File: config.mk
export PLATFORM = sky130hd
export DESIGN_NAME = nibbler_button_port
export DESIGN_NICKNAME = d
export VERILOG_FILES = /design/src/rtl/nibbler_pkg.sv /design/src/rtl/nibbler_debounce_bit.sv /design/src/rtl/nibbler_button_port.sv
export SDC_FILE = /design/constraint.sdc
export NUM_CORES = 1
export LEC_CHECK = 0
export ABC_AREA = 1
export BUFFER_PORTS_ARGS = -buffer_cell sky130_fd_sc_hd__buf_4
export CAP_MARGIN = 25
export CELL_PAD_IN_SITES_DETAIL_PLACEMENT = 1
export CELL_PAD_IN_SITES_GLOBAL_PLACEMENT = 1
export CORE_AREA = 2 2 56 71
export CTS_CLUSTER_SIZE = 24
export DETAILED_ROUTE_END_ITERATION = 12
export DIE_AREA = 0 0 58 73
export PLACE_DENSITY = 0.78
export SLEW_MARGIN = 25
export SYNTH_ARGS = -nofsm -noshare
export SYNTH_HDL_FRONTEND = slang
export SYNTH_SLANG_ARGS = --single-unit
File: constraint.sdc
create_clock -name clock -period 1.6 [get_ports clock]
set_input_delay 0.08 -clock clock [delete_from_list [all_inputs] [get_ports clock]]
set_output_delay 0.08 -clock clock [all_outputs]
set_load 0.02 [all_outputs]
File: src/rtl/nibbler_pkg.sv
// Shared constants for the Nibbler input-port peripheral.
// Gives the nibble width, the read_sel encodings and the default debounce length.
package nibbler_pkg;

    localparam int   NIBBLE_W            = 4;
    localparam logic READ_LEVELS         = 1'b0;
    localparam logic READ_EVENTS         = 1'b1;
    localparam int   DEBOUNCE_CYCLES_DEF = 16;

endpackage : nibbler_pkg

File: src/rtl/nibbler_debounce_bit.sv
// One pushbutton: 2-FF synchroniser, hold-time debounce counter, debounced level
// and a single-cycle pulse on the debounced 0->1 transition.
module nibbler_debounce_bit #(
    parameter int DEBOUNCE_CYCLES = 16
) (
    input  logic clk_i,
    input  logic rst_ni,
    input  logic raw_i,
    output logic stable_o,
    output logic rise_o
);

    localparam int               CNT_W   = $clog2(DEBOUNCE_CYCLES);
    localparam logic [CNT_W-1:0] CNT_MAX = CNT_W'(DEBOUNCE_CYCLES - 1);

    logic             sync1_q;
    logic             sync2_q;
    logic [CNT_W-1:0] cnt_q;
    logic [CNT_W-1:0] cnt_d;
    logic             stable_q;
    logic             stable_d;

    // NOTE: non-blocking assignments so sync2_q takes the old sync1_q and the chain really is two flops deep.
    always_ff @(posedge clk_i or negedge rst_ni) begin
        if (!rst_ni) begin
            sync1_q  <= 1'b0;
            sync2_q  <= 1'b0;
            cnt_q    <= '0;
            stable_q <= 1'b0;
        end else begin
            sync1_q  <= raw_i;
            sync2_q  <= sync1_q;
            cnt_q    <= cnt_d;
            stable_q <= stable_d;
        end
    end

    // NOTE: every output of this block gets a default first, so no path can infer a latch.
    always_comb begin
        cnt_d    = '0;
        stable_d = stable_q;
        rise_o   = 1'b0;
        if (sync2_q != stable_q) begin
            if (cnt_q == CNT_MAX) begin
                stable_d = sync2_q;
                rise_o   = sync2_q;
            end else begin
                cnt_d = cnt_q + CNT_W'(1);
            end
        end
    end

    assign stable_o = stable_q;

endmodule : nibbler_debounce_bit

File: src/rtl/nibbler_button_port.sv
// Nibbler input port: debounced pushbutton levels plus sticky press flags,
// returned as one registered nibble when the core executes an IN instruction.
module nibbler_button_port
    import nibbler_pkg::*;
#(
    parameter int DEBOUNCE_CYCLES = DEBOUNCE_CYCLES_DEF,
    parameter int WIDTH           = NIBBLE_W
) (
    input  logic             clock,
    input  logic             reset,
    input  logic [WIDTH-1:0] pushbuttons,
    input  logic             rd_strobe,
    input  logic             read_sel,
    output logic [WIDTH-1:0] data_out,
    output logic             data_valid,
    output logic [WIDTH-1:0] btn_stable,
    output logic [WIDTH-1:0] btn_event
);

    logic [WIDTH-1:0] stable_w;
    logic [WIDTH-1:0] rise_w;
    logic [WIDTH-1:0] read_data;
    logic [WIDTH-1:0] event_q;
    logic [WIDTH-1:0] event_d;
    logic [WIDTH-1:0] data_q;
    logic [WIDTH-1:0] data_d;
    logic             valid_q;
    logic             valid_d;

    for (genvar i = 0; i < WIDTH; i++) begin : g_bit
        nibbler_debounce_bit #(
            .DEBOUNCE_CYCLES(DEBOUNCE_CYCLES)
        ) u_debounce (
            .clk_i   (clock),
            .rst_ni  (reset),
            .raw_i   (pushbuttons[i]),
            .stable_o(stable_w[i]),
            .rise_o  (rise_w[i])
        );
    end

    // A press landing on the same edge as the clearing read survives: the new set is OR-ed in after the clear.
    always_comb begin
        read_data = (read_sel == READ_EVENTS) ? event_q : stable_w;
        event_d   = event_q | rise_w;
        data_d    = data_q;
        valid_d   = rd_strobe;
        if (rd_strobe) begin
            data_d = read_data;
            if (read_sel == READ_EVENTS) begin
                event_d = (event_q & ~read_data) | rise_w;
            end
        end
    end

    always_ff @(posedge clock or negedge reset) begin
        if (!reset) begin
            event_q <= '0;
            data_q  <= '0;
            valid_q <= 1'b0;
        end else begin
            event_q <= event_d;
            data_q  <= data_d;
            valid_q <= valid_d;
        end
    end

    assign data_out   = data_q;
    assign data_valid = valid_q;
    assign btn_stable = stable_w;
    assign btn_event  = event_q;

endmodule : nibbler_button_port
==> flow_metrics.tcl <==
set metrics [dict create \
    syn_inst 156 \
    grt.overflow.total 0 \
    drive_gt1_share_pct 25.0 \
    die_h_microns 73 \
    critPathSlowestCell "dfrtp_1" \
    hold_class "input pin to register" \
    drc 0 \
    finalSetupTns_ns 0 \
    setup_viol 0 \
    port_buffers 20 \
    core_sq_mm 0.00363 \
    routed_wl_microns 3060 \
    cts_tree "done" \
    numCtsBuffers 5 \
    tightest_slew_ns 0.459 \
    synth_top_area_cell "dfrtp_1" \
    worstSetupPathType "register to register" \
    diodes 0 \
    max_cap_viol_count 0 \
    start_util_pct 43.0 \
    synth_fp_nets 168 \
    synth.avg_cell_area_sq_um 10.0 \
    die_x_microns 58 \
    die_area_sq_mm 0.00423 \
    crit_family "flip-flops" \
    globalplace.congestion 0.794 \
    power.leakage_nw 0.920 \
    clock.fmax_ghz 0.878 \
    irDropWorstVdd_uv 721 \
    power.density_cell_area_mw_per_mm2 969 \
    antenna_found_initial 0 \
    cp-end-kind "register" \
    status "finished, final reports clean" \
    cts_resized 0 \
    areaGrowthSynthToFinish_pct 19.6 \
    internal_power_mw 1.39 \
    slew_violations 0 \
    post_drt_wl_per_cell_microns 13.7 \
    path_cells "ha_1 -> or2_1 -> nand3_1 -> inv_1" \
    dpl.hpwl_microns 2280 \
    syn_area_sq_mm 0.00156 \
    period_needed_ns 1.14 \
    cts_hold_repair.buffers 6 \
    net-switching-power_uw 420 \
    p_seq_share_pct 56.1 \
    dr.pass1.iters 4 \
    hold_viol 0 \
    power_frac_clock_pct 35.5 \
    rows 25 \
    insertion_delay_ns 0.28 \
    clockBufferDepth 2 \
    cp.required_ns 1.78 \
    synthTopCellsByArea "dfrtp_1 59%, nand2_1 7.9%, nand2_2 4.8%" \
    switching_share_pct 23.2 \
    rsz0062_at_grt "no" \
    power.total_mw 1.81 \
    slowest_delay_ns 0.41 \
    timing.slew.headroom_pct 69.4 \
    ios 21 \
    yosysTopAreaCellShare_pct 59.3 \
    vias 1140 \
    vias_per_cell 5.09 \
    cts_setup_buffers 0 \
    final_nets 196 \
    async_flop_share_pct 100 \
    yosysWarnings 0 \
    synth-seq-cells 37 \
    worstPathMaxFanout 4 \
    antenna_left 0 \
    crit_path_start_kind "register" \
    yosysUniqueCellTypes 17 \
    arrival_ns 1.32 \
    htreeDepth 2 \
    synth_edf_count 0 \
    fin_hold_ws_ns 0.0892 \
    placed_area_sq_mm 0.00172 \
    skew_ns 0.00259 \
    yosysMostFrequentCell "dfrtp_1" \
    globalRouteTotalUtil_pct 16.8 \
    stdcell_area_sq_mm 0.00187 \
    drt_iter0_drc 16 \
    synthFlopType "dfrtp_1" \
    cts-root-buf "clkbuf_8" \
    clk_pin_slew_ns 0.07 \
    synth_seq_area_share_pct 59.3 \
    grt_pass1_vias 1199 \
    power_frac_comb_pct 8.3 \
    cts_num_sinks 37 \
    fin_crit_sh_pct 71.2 \
    netlist_top_cells_count "37 x dfrtp_1, 33 x nand2_1, 17 x inv_1" \
    cp_num_buf_inv 1 \
    grt_max_degree 38 \
    grt_first_pass_wirelength_microns 5290 \
]
==> cells by family after synthesis <==
family,share of synthesized area (%)
AOI/OAI and AO/OA,6.09
adders and majority gates,3.21
buffers and inverters,6.74
DFF,59.3
and+or+nand+nor,24.6
==> state kept, by name, summed over array words and instances (netlist names) <==
signal and flops:
g_bit.u_debounce.stable_o 4, data_valid 1, g_bit.u_debounce.sync2_q 4, g_bit.u_debounce.cnt_q 16, g_bit.u_debounce.sync1_q 4, data_out 4
btn_event 4
==> placed cells by master (no fill, tap or decap) <==
| cell | count |
|---|---|
| nor2_1 | 8 |
| nand2_1 | 33 |
| clkbuf_8 | 6 |
| a21boi_1 | 1 |
| a31oi_1 | 4 |
| nand2_2 | 12 |
| nor2_2 | 4 |
| nand3_1 | 8 |
| nand3_2 | 4 |
| ha_1 | 4 |
| inv_1 | 17 |
| nand4_1 | 4 |
| or2_1 | 4 |
| o21ai_1 | 8 |
| buf_4 | 20 |
| dfrtp_1 | 37 |
| dlygate4sd3_1 | 6 |
| a21boi_0 | 3 |
| clkbuf_1 | 1 |
==> power groups by stage <==
stage / Combinational [mW] / Sequential [mW] / Clock (mW)
6_report: 0.151 / 1.01 / 0.642
5_1_grt: 0.174 / 1.02 / 0.701
4_1_cts: 0.156 / 1.02 / 0.669
3_5_place_dp: 0.143 / 1.03 / 0
3_3_place_gp: 0.135 / 1.03 / 0
2_1_floorplan: 0.0692 / 1.03 / 0
==> per-layer routing <==
| metal | GRT usage (%) | part of all wire [%] |
|---|---|---|
| met1 | 19.5 | 42 |
| met2 | 29.0 | 53 |
| met3 | 4.96 | 4.1 |
| met4 | 6.20 | 0.98 |
| met5 | 0 | 0 |
==> per-stage QoR <==
stage               cells  util [%]  setup slack (ns)
finish                224      51.4             0.461
global route          224      51.4             0.376
CTS                   224      51.4             0.463
detailed placement    211      47.4             0.472
global placement      211      47.4             0.529
floorplan             156         -             0.540
==> path summary, 6_finish.rpt <==
path	slack, ns	end	depth (start not counted)	start
max reg2reg	0.46	g_bit[1].u_debounce.cnt_q[2]	4	g_bit[1].u_debounce.cnt_q[0]
min reg2reg	0.36	g_bit[3].u_debounce.sync2_q	0	g_bit[3].u_debounce.sync1_q
max in group asynchronous	0.98	g_bit[1].u_debounce.sync2_q	2	reset
min in group asynchronous	0.28	g_bit[2].u_debounce.cnt_q[0]	2	reset
min	0.09	data_out[0]	3	read_sel
max	0.46	g_bit[1].u_debounce.cnt_q[2]	4	g_bit[1].u_debounce.cnt_q[0]
==> worst min-delay path, stage by stage <==
cell and delay [ns]:
buf_4 0.13, nand2_1 0.05, a31oi_1 0.07
==> area by class of cell <==
type | instances | area (sq um)
Fill cell | 406 | 1760
Sequential cell | 37 | 926
Multi-Input combinational cell | 97 | 529
Timing Repair Buffer | 26 | 210
Clock buffer | 7 | 86.3
Inverter | 17 | 63.8
Tap cell | 40 | 50.0
Note: power is estimated with default switching activity, not from simulation.
